### config.mk
export PLATFORM = sky130hd
export DESIGN_NAME = fetch_stage_flat
export DESIGN_NICKNAME = d
export VERILOG_FILES = /design/src/rtl/fetch_stage_if.sv /design/src/rtl/fetch_stage.sv /design/src/flat_wrapper.sv
export SDC_FILE = /design/constraint.sdc
export NUM_CORES = 1
export LEC_CHECK = 0
export CAP_MARGIN = 15
export CORE_AREA = 2 2 186 188
export DETAILED_ROUTE_END_ITERATION = 7
export DIE_AREA = 0 0 188 190
export PLACE_DENSITY = 0.67
export REMOVE_ABC_BUFFERS = 1
export SYNTH_ARGS = -nofsm -noshare
export SYNTH_HDL_FRONTEND = slang
export SYNTH_SLANG_ARGS = --single-unit
### constraint.sdc
create_clock -name clk -period 15.05 [get_ports clk]
set_clock_uncertainty 0.1 [all_clocks]
set_input_delay 2.2575 -clock clk [delete_from_list [all_inputs] [get_ports clk]]
set_output_delay 2.2575 -clock clk [all_outputs]
set_load 0.005 [all_outputs]
### src/rtl/fetch_stage_if.sv
// fetch_stage_if: instruction-memory request/response bundle between the fetch stage and imem.
//   req_valid  fetch -> mem  request valid
//   req_ready  mem -> fetch  request accepted when valid & ready
//   req_addr   fetch -> mem  fetch address
//   resp_valid mem -> fetch  in-order response, no back-pressure
//   resp_data  mem -> fetch  instruction word
interface fetch_stage_if #(
    parameter int unsigned XLEN = 32
);
    logic            req_valid;
    logic            req_ready;
    logic [XLEN-1:0] req_addr;
    logic            resp_valid;
    logic [31:0]     resp_data;

    modport master (
        output req_valid,
        output req_addr,
        input  req_ready,
        input  resp_valid,
        input  resp_data
    );

    modport slave (
        input  req_valid,
        input  req_addr,
        output req_ready,
        output resp_valid,
        output resp_data
    );
endinterface

### src/rtl/fetch_stage.sv
// fetch_stage: instruction fetch feeding the IF/ID register. Owns the fetch PC, issues in-order
// requests under a credit limit, buffers responses and presents one instruction per cycle.
// Static BTFN prediction (JAL, backward branches) redirects fetch when a taken head pops;
// an EX redirect overrides everything and flushes all fetch state.
// Ports:
//   clk, rst          clock, synchronous active-high reset
//   stall             IF/ID not accepting; head is held
//   redirect_valid/pc EX redirect request and target
//   imem              request/response bundle (master side)
//   pc_out, pc_p4_out head PC and head PC + 4
//   instr_out         head instruction (NOP when invalid)
//   branch_take_out   head predicted taken
//   instr_valid_out   head valid
module fetch_stage #(
    parameter int unsigned     XLEN            = 32,
    parameter logic [XLEN-1:0] RESET_PC        = '0,
    parameter int unsigned     MAX_OUTSTANDING = 2
) (
    input  logic            clk,
    input  logic            rst,
    input  logic            stall,
    input  logic            redirect_valid,
    input  logic [XLEN-1:0] redirect_pc,
    fetch_stage_if.master   imem,
    output logic [XLEN-1:0] pc_out,
    output logic [XLEN-1:0] pc_p4_out,
    output logic [31:0]     instr_out,
    output logic            branch_take_out,
    output logic            instr_valid_out
);
    localparam int unsigned CW        = $clog2(MAX_OUTSTANDING + 1) + 1;
    localparam int unsigned PW        = $clog2(MAX_OUTSTANDING);
    localparam logic [31:0] NOP       = 32'h0000_0013;
    localparam logic [6:0]  OP_JAL    = 7'b1101111;
    localparam logic [6:0]  OP_BRANCH = 7'b1100011;

    logic [XLEN-1:0] fetch_pc_q;
    logic [CW-1:0]   outstanding_q, drop_cnt_q, buf_cnt_q;

    // PCs of requests in flight, popped as responses return (dropped or not).
    logic [XLEN-1:0] ifq_pc_q [MAX_OUTSTANDING];
    logic [PW-1:0]   ifq_wr_q, ifq_rd_q;

    // Response buffer; prediction is resolved at write time.
    logic [XLEN-1:0] buf_pc_q     [MAX_OUTSTANDING];
    logic [31:0]     buf_instr_q  [MAX_OUTSTANDING];
    logic            buf_take_q   [MAX_OUTSTANDING];
    logic [XLEN-1:0] buf_target_q [MAX_OUTSTANDING];
    logic [PW-1:0]   buf_hd_q, buf_tl_q;

    logic            head_valid, pop, pred_flush, flush, accept, resp_keep;
    logic [CW-1:0]   credit_used, outstanding_d, buf_cnt_d;
    logic [31:0]     d;
    logic [6:0]      op;
    logic [XLEN-1:0] imm_j, imm_b, resp_pc, resp_target;
    logic            resp_take;

    function automatic logic [PW-1:0] ptr_inc(input logic [PW-1:0] p);
        return (p == PW'(MAX_OUTSTANDING - 1)) ? '0 : p + PW'(1);
    endfunction

    always_comb begin
        head_valid = (buf_cnt_q != '0) && !rst;
        pop        = head_valid && !stall && !redirect_valid;
        pred_flush = pop && buf_take_q[buf_hd_q];
        flush      = redirect_valid || pred_flush;

        // Credits count both in-flight requests and buffered responses, so the buffer never
        // overflows; the popping head frees its slot in the same cycle.
        credit_used    = outstanding_q + buf_cnt_q - CW'(pop);
        imem.req_valid = !rst && !flush && (credit_used < CW'(MAX_OUTSTANDING));
        imem.req_addr  = fetch_pc_q;
        accept         = imem.req_valid && imem.req_ready;

        resp_keep     = imem.resp_valid && (drop_cnt_q == '0) && !flush;
        outstanding_d = outstanding_q + CW'(accept) - CW'(imem.resp_valid);
        buf_cnt_d     = buf_cnt_q + CW'(resp_keep) - CW'(pop);

        d           = imem.resp_data;
        op          = d[6:0];
        imm_j       = {{(XLEN-20){d[31]}}, d[19:12], d[20], d[30:21], 1'b0};
        imm_b       = {{(XLEN-12){d[31]}}, d[7], d[30:25], d[11:8], 1'b0};
        resp_pc     = ifq_pc_q[ifq_rd_q];
        resp_take   = (op == OP_JAL) || ((op == OP_BRANCH) && d[31]);
        resp_target = resp_pc + ((op == OP_JAL) ? imm_j : imm_b);

        instr_valid_out = head_valid;
        pc_out          = head_valid ? buf_pc_q[buf_hd_q] : '0;
        pc_p4_out       = head_valid ? buf_pc_q[buf_hd_q] + XLEN'(4) : '0;
        instr_out       = head_valid ? buf_instr_q[buf_hd_q] : NOP;
        branch_take_out = head_valid && buf_take_q[buf_hd_q];
    end

    always_ff @(posedge clk) begin
        if (rst) begin
            fetch_pc_q    <= RESET_PC;
            outstanding_q <= '0;
            drop_cnt_q    <= '0;
            buf_cnt_q     <= '0;
            ifq_wr_q      <= '0;
            ifq_rd_q      <= '0;
            buf_hd_q      <= '0;
            buf_tl_q      <= '0;
        end else begin
            outstanding_q <= outstanding_d;

            if (accept) begin
                ifq_pc_q[ifq_wr_q] <= fetch_pc_q;
                ifq_wr_q           <= ptr_inc(ifq_wr_q);
            end
            if (imem.resp_valid) begin
                ifq_rd_q <= ptr_inc(ifq_rd_q);
            end

            // A flush never coincides with an accept, so these are exclusive.
            if (redirect_valid) begin
                fetch_pc_q <= redirect_pc;
            end else if (pred_flush) begin
                fetch_pc_q <= buf_target_q[buf_hd_q];
            end else if (accept) begin
                fetch_pc_q <= fetch_pc_q + XLEN'(4);
            end

            // Everything still in flight after a flush belongs to the abandoned path.
            if (flush) begin
                drop_cnt_q <= outstanding_d;
            end else if (imem.resp_valid && (drop_cnt_q != '0)) begin
                drop_cnt_q <= drop_cnt_q - CW'(1);
            end

            if (flush) begin
                buf_cnt_q <= '0;
                buf_hd_q  <= '0;
                buf_tl_q  <= '0;
            end else begin
                if (resp_keep) begin
                    buf_pc_q[buf_tl_q]     <= resp_pc;
                    buf_instr_q[buf_tl_q]  <= d;
                    buf_take_q[buf_tl_q]   <= resp_take;
                    buf_target_q[buf_tl_q] <= resp_target;
                    buf_tl_q               <= ptr_inc(buf_tl_q);
                end
                if (pop) begin
                    buf_hd_q <= ptr_inc(buf_hd_q);
                end
                buf_cnt_q <= buf_cnt_d;
            end
        end
    end
endmodule

### src/flat_wrapper.sv
// flat-port wrapper written by rule: the top's interface ports become plain ports
module fetch_stage_flat 
#(
    parameter int unsigned     XLEN            = 32,
    parameter logic [XLEN-1:0] RESET_PC        = '0,
    parameter int unsigned     MAX_OUTSTANDING = 2
)
  (clk, rst, stall, redirect_valid, redirect_pc, pc_out, pc_p4_out, instr_out, branch_take_out, instr_valid_out, imem_req_valid, imem_req_addr, imem_req_ready, imem_resp_valid, imem_resp_data);
  fetch_stage_if #(.XLEN(XLEN)) imem_i ();
  input  logic clk;
  input  logic rst;
  input  logic stall;
  input  logic redirect_valid;
  input  logic [XLEN-1:0] redirect_pc;
  output logic [XLEN-1:0] pc_out;
  output logic [XLEN-1:0] pc_p4_out;
  output logic [31:0] instr_out;
  output logic branch_take_out;
  output logic instr_valid_out;
  output wire logic [$bits(imem_i.req_valid)-1:0] imem_req_valid;
  output wire logic [$bits(imem_i.req_addr)-1:0] imem_req_addr;
  input wire logic [$bits(imem_i.req_ready)-1:0] imem_req_ready;
  input wire logic [$bits(imem_i.resp_valid)-1:0] imem_resp_valid;
  input wire logic [$bits(imem_i.resp_data)-1:0] imem_resp_data;
  assign imem_req_valid = imem_i.req_valid;
  assign imem_req_addr = imem_i.req_addr;
  assign imem_i.req_ready = imem_req_ready;
  assign imem_i.resp_valid = imem_resp_valid;
  assign imem_i.resp_data = imem_resp_data;
  fetch_stage #(.XLEN(XLEN), .RESET_PC(RESET_PC), .MAX_OUTSTANDING(MAX_OUTSTANDING)) u_core (.clk(clk), .rst(rst), .stall(stall), .redirect_valid(redirect_valid), .redirect_pc(redirect_pc), .imem(imem_i), .pc_out(pc_out), .pc_p4_out(pc_p4_out), .instr_out(instr_out), .branch_take_out(branch_take_out), .instr_valid_out(instr_valid_out));
endmodule
### Word-level counts from Yosys, hierarchy flattened

Memory sizes are Yosys's and may differ from the RTL's. A register that Yosys moved wholly into a read port is not among the register bits.
Index checks and enable logic that the tools add are counted.

| operators by class | value |
|---|---|
| $add $sub $neg | 14 |
| magnitude comparators | 1 |
| eq/ne operators | 2 |
| muxes and demuxes | 30 |
| reductions and logical operators | 24 |

Operator list:

| cell | number |
|---|---|
| 32-bit two-way mux | 6 |
| 32-bit by 3-bit adder with 32-bit output, second input constant | 2 |
| 32-bit adder | 1 |
| 1-bit two-way mux | 21 |
| 20-bit two-way mux | 1 |
| 7-bit == test, second input constant | 2 |
| 1-bit logical AND | 12 |
| 3-bit nonzero test | 3 |
| 3-bit by 1-bit subtractor with 3-bit output | 3 |
| 3-bit by 1-bit adder with 3-bit output | 2 |
| 3-bit two-way mux | 2 |
| 1-bit adder, second input constant | 4 |
| 1-bit zero test | 4 |
| 3-bit adder | 1 |
| 3-bit zero test | 1 |
| 3-bit by 2-bit < comparator with 1-bit output, second input constant | 1 |
| 3-bit by 1-bit subtractor with 3-bit output, second input constant | 1 |
| 1-bit logical OR | 2 |
| 2-bit nonzero test | 1 |
| 2-bit OR reduction | 1 |

| word-level totals | value |
|---|---|
| bits in registers | 45 |
| memory bits (writable) | 258 |
| bits of input ports | 70 |
| word-level logic and storage cells | 84 |
| memories kept | 5 |

Memory list:

| name | words | width | read ports | clocked after memory_dff | write ports | line | RTL |
|---|---|---|---|---|---|---|---|
| u_core.buf_instr_q | 2 | 32 | 1 | 1 | 1 | fetch_stage.sv:46 | `logic [31:0] buf_instr_q [MAX_OUTSTANDING];` |
| u_core.buf_pc_q | 2 | 32 | 1 | 1 | 1 | fetch_stage.sv:45 | `logic [XLEN-1:0] buf_pc_q [MAX_OUTSTANDING];` |
| u_core.buf_target_q | 2 | 32 | 1 | 1 | 1 | fetch_stage.sv:48 | `logic [XLEN-1:0] buf_target_q [MAX_OUTSTANDING];` |
| u_core.ifq_pc_q | 2 | 32 | 1 | 1 | 1 | fetch_stage.sv:41 | `logic [XLEN-1:0] ifq_pc_q [MAX_OUTSTANDING];` |
| u_core.buf_take_q | 2 | 1 | 1 | 1 | 1 | fetch_stage.sv:47 | `logic buf_take_q [MAX_OUTSTANDING];` |

### Longest topological paths before layout

| depth | value |
|---|---|
| depth in word-level cells | 13 |
| gate-level depth with buffers | 18 |
| depth with buffers taken out | 17 |

### Worst setup path after synthesis

OpenSTA, ideal clock, no wires.

| timing | value |
|---|---|
| path type | input port to flip-flop |
| start | in rst |
| end | mem u_core.buf_instr_q[1][0], enable pin |
| setup time | 688 ps |
| arrival | 10392 ps |
| data required time | 14262 ps |
| path slack | 3869 ps |
| stages | 7 |
| path buffers | 2 |
| cells stage by stage | clkbuf_1 or2_2 buf_2 nor3_1 nor2_1 nand4b_1 nor3b_1 |

| between the ends | value |
|---|---|
| cells in the longest elaborated chain, start to end | 12 |

RTL lines:

| element | line | RTL |
|---|---|---|
| start, declared | flat_wrapper.sv:11 | `input logic rst;` |
| 1-bit zero test | fetch_stage.sv:63 | `head_valid = (buf_cnt_q != '0) && !rst;` |
| 1-bit logical AND | fetch_stage.sv:63 |  |
| 1-bit logical AND (2 in series) | fetch_stage.sv:64 | `pop = head_valid && !stall && !redirect_valid;` |
| 1-bit logical AND | fetch_stage.sv:65 | `pred_flush = pop && buf_take_q[buf_hd_q];` |
| 1-bit logical OR | fetch_stage.sv:66 | `flush = redirect_valid \|\| pred_flush;` |
| 1-bit zero test | fetch_stage.sv:75 | `resp_keep = imem.resp_valid && (drop_cnt_q == '0) && !flush;` |
| 1-bit logical AND | fetch_stage.sv:75 |  |
| 1-bit two-way mux | fetch_stage.sv:136 | `if (resp_keep) begin` |
| 1-bit two-way mux | fetch_stage.sv:131 | `if (flush) begin` |
| 1-bit two-way mux (*) | fetch_stage.sv:95 | `if (rst) begin` |
| 1-bit two-way mux (not written as such) (*) | fetch_stage.sv:138 | `buf_instr_q[buf_tl_q] <= d;` |
| end, declared | fetch_stage.sv:46 |  |

Every way passes the cells marked *; elsewhere a longest branch is shown, timed or not.

### Worst setup path in the final report

| timing | value |
|---|---|
| start | in rst |
| end | out imem_req_valid |

| between the ends | value |
|---|---|
| cells in the longest elaborated chain, start to end | 9 |

RTL lines:

| element | line | RTL |
|---|---|---|
| 1-bit zero test (*) | fetch_stage.sv:63 |  |
| 1-bit logical AND (*) | fetch_stage.sv:63 |  |
| 1-bit logical AND (*) (2 in series) | fetch_stage.sv:64 |  |
| named net u_core.pop | fetch_stage.sv:51 | `logic head_valid, pop, pred_flush, flush, accept, resp_keep;` |
| branches (longest 4 deep; another with 3-bit by 1-bit subtractor with 3-bit output) | - |  |
| 1-bit logical AND (*) | fetch_stage.sv:71 | `imem.req_valid = !rst && !flush && (credit_used < CW'(MAX_OUTSTANDING));` |
| end, declared | flat_wrapper.sv:20 | `output wire logic [$bits(imem_i.req_valid)-1:0] imem_req_valid;` |

Mark *: on every way through the listed nets, which the timed path passes.

==> flow_summary.yaml <==
outcome:
  status: "finished, final reports clean"
logic_synthesis:
  ys_warn_count: 0
  ys_ff_latch: 303
  synth.most_common_cell: "edfxtp_1"
  synth_top_area_share_pct: 51.1
  synthTopCellsByCount: "edfxtp_1, nor2_1, mux2i_1"
  synth_area_leaders: "edfxtp_1, dfxtp_1, mux2i_1, nor2_1, ha_1"
  ys_types: 73
  synth_edf_count: 256
  yosysSeqAreaShare_pct: 57.3
  synth_top_cell_by_area: "edfxtp_1"
  syn_inst: 1254
  yosys_most_used_dff: "edfxtp_1"
  async_flop_share_pct: 0
  avgSynthCellArea_um2: 12.0
  syn-cell-area_mm2: 0.0150
clock_network:
  holdBufCountCts: 0
  cts_tree: "built"
  clkLatencyLatePin_ns: 0.51
  cts_num_sinks: 303
  htreeDepth: 2
  cts-root-to-sink-buffers: 3
  cts_root_buf: "clkbuf_16"
  post_cts_buffers: 0
  clk_pin_slew_ns: 0.05
  cts_resized: 0
  numCtsBuffers: 34
route:
  drt-total-wl_mm: 37.6
  maxUsedRoutingLayer: "met4"
  post-route-drc-count: 0
  dr.pass1.iters: 5
  vias_per_cell: 5.47
  wl_met1_mm: 17.4
  first_iter_violations: 899
  met2WireLength_mm: 17.1
  via_count: 10500
  routedWlPerCell_um: 19.6
  wl_met3_mm: 2.45
  ant_nets: 0
setup_path:
  crit_family: "simple AND/OR/NAND/NOR gates"
  critical_path_buf_inv_count: 3
  worstSetupEndpointType: "output port"
  crit_chain: "buf_2 -> buf_4 -> or2_4 -> nor3_1 -> ha_1 -> nand2b_1 -> fa_1 -> xnor2_1 -> xnor2_1 -> nor3b_1 -> nor2b_1 -> clkdlybuf4s50_1"
  crit_start: "rst"
  crit_path_top_delay_cell: "clkdlybuf4s50_1"
  arrival_ns: 5.60
  crit_type: "in2out"
  crit_path_max_fanout: 53
  crit_path_max_incr_delay_ns: 0.52
  crit_required_ns: 12.69
  regToRegSetupSlack_ns: 10.64
  start_kind: "input port"
  path_common_cell: "xnor2_1"
  worstReg2RegStart: "u_core.buf_cnt_q[2]$_SDFF_PP0_"
sta:
  hold_violations: 0
  hold_slack_ns: 0.416
  finalSetupTns_ns: 0
  period_minus_slack_ns: 7.95
  post-route-period-util_pct: 52.8
  worstMarginPinSlew_ns: 0.927
  max_slew_margin_pct: 38.2
  setup_violations: 0
  rsz0062_at_grt: "no"
  slew_violations: 0
  max_freq_mhz: 126
pwr:
  finalPower_w: 0.00222
  leakage_nw: 6.20
  power.density_mw_per_mm2: 120
  vdd.ir_drop.worst_mv: 0.0642
placement:
  place_congestion: 0.862
  io_buffers: 200
  place_hpwl_mm: 25.5
  dpl-instance-area_mm2: 0.0174
  placed_cells: 1858
grt:
  grt_antenna_before_repair: 0
  grt_first_pass_wirelength_mm: 58.5
  grt_max_degree: 69
  grt_pass1_vias: 10200
  grt_usage_pct: 20.9
  overflow: 0
floorplan:
  ios: 201
  core-area_mm2: 0.0339
  die_h_um: 190
  fp.dieW_um: 188
  num_rows: 68
  start_util_pct: 44.3
  fp.dieArea_mm2: 0.0357
layout:
  fin_cells: 1919
  area_growth_pct: 23.2
  antenna_cells: 0
  fin_area_mm2: 0.0185
  drive_gt1_share_pct: 9.56
  fin_nets: 1553
min_path:
  worstHoldStart: "u_core.imem.req_addr[1]$_SDFFE_PP0P_"
  hp-class: "reg2reg"
flow_run:
  drv_cap: 0
final timing paths:
check,endpoint,cells after the start
setup / recovery,imem_req_valid,12
hold / removal,u_core.ifq_pc_q[0][1]$_DFFE_PP_,0
setup reg to reg,u_core.drop_cnt_q[2]$_SDFFE_PP0P_,17
hold reg to reg,u_core.ifq_pc_q[0][1]$_DFFE_PP_,0
worst register-to-register path: cells and delay by family, from the launching register on:
kind	cells	cell delay, ns
and+or+nand+nor	9	1.86
DFF	1	0.39
AOI/OAI and AO/OA	1	0.08
xor gates and xnor gates	3	0.53
adders and majority gates	4	1.32
routing by layer:
metal | global-route usage [%] | vias to the layer above
met5 | 0 | -
met4 | 5.30 | 0
met3 | 3.19 | 43
met2 | 33.1 | 347
met1 | 30.2 | 5078
li1 | - | 5037
layout by cell type, fill, tap and decap left out, drive strengths merged, types with 21 or more instances in the layout:
master / n
edfxtp: 256
clkdlybuf4s50: 198
nor2: 152
mux2i: 81
a21oi: 77
nand2: 68
xnor2: 53
a211oi: 51
dfxtp: 47
clkbuf: 45
mux2: 41
ha: 40
nand3: 31
xor2: 30
inv: 28
o21ai: 26
a21o: 25
nor3: 25
buf: 21
cells by family (layout without fill, tap and decap cells):
family | after synthesis | in the layout | synth area share [%]
multiplexers | 122 | 122 | 8.46
AND/OR/NAND/NOR | 371 | 371 | 12.0
buffers and inverters | 97 | 307 | 3.03
flip-flops | 303 | 303 | 57.3
AO/OA/AOI/OAI | 234 | 234 | 10.5
adder cells (fa/ha/maj) | 44 | 44 | 3.86
XOR/XNOR | 83 | 83 | 4.83
cell type report:
type,instances,area [um^2]
fill,2822,15400
clock buffer,45,923
inverter,27,101
timing repair buffer,219,2130
multi-input combinational,854,5980
tap,455,569
sequential,303,8630
clock inverter,16,198
power by group:
| part | internal [W] | switching (W) |
|---|---|---|
| registers | 0.000981 | 0.0000338 |
| clock network | 0.000504 | 0.000326 |
| logic | 0.000160 | 0.000212 |
sequential cells by signal, summed over array words and instances, names as in the netlist, named ones only:
register	count
u_core.buf_instr_q	64
u_core.buf_pc_q	64
u_core.ifq_pc_q	64
u_core.buf_target_q	62
u_core.imem.req_addr	32
u_core.buf_cnt_q	3
u_core.drop_cnt_q	3
u_core.outstanding_q	3
u_core.buf_take_q	2
u_core.buf_hd_q	1
u_core.buf_tl_q	1
u_core.ifq_rd_q	1
u_core.ifq_wr_q	1
metrics by stage:
stage,util (%),setup WS [ns]
2_1_floorplan,-,1.85
3_3_place_gp,51.3,7.13
3_5_place_dp,51.3,7.11
4_1_cts,54.6,7.07
5_1_grt,54.6,6.80
6_report,54.6,7.10
(Power assumes the default switching activity.)
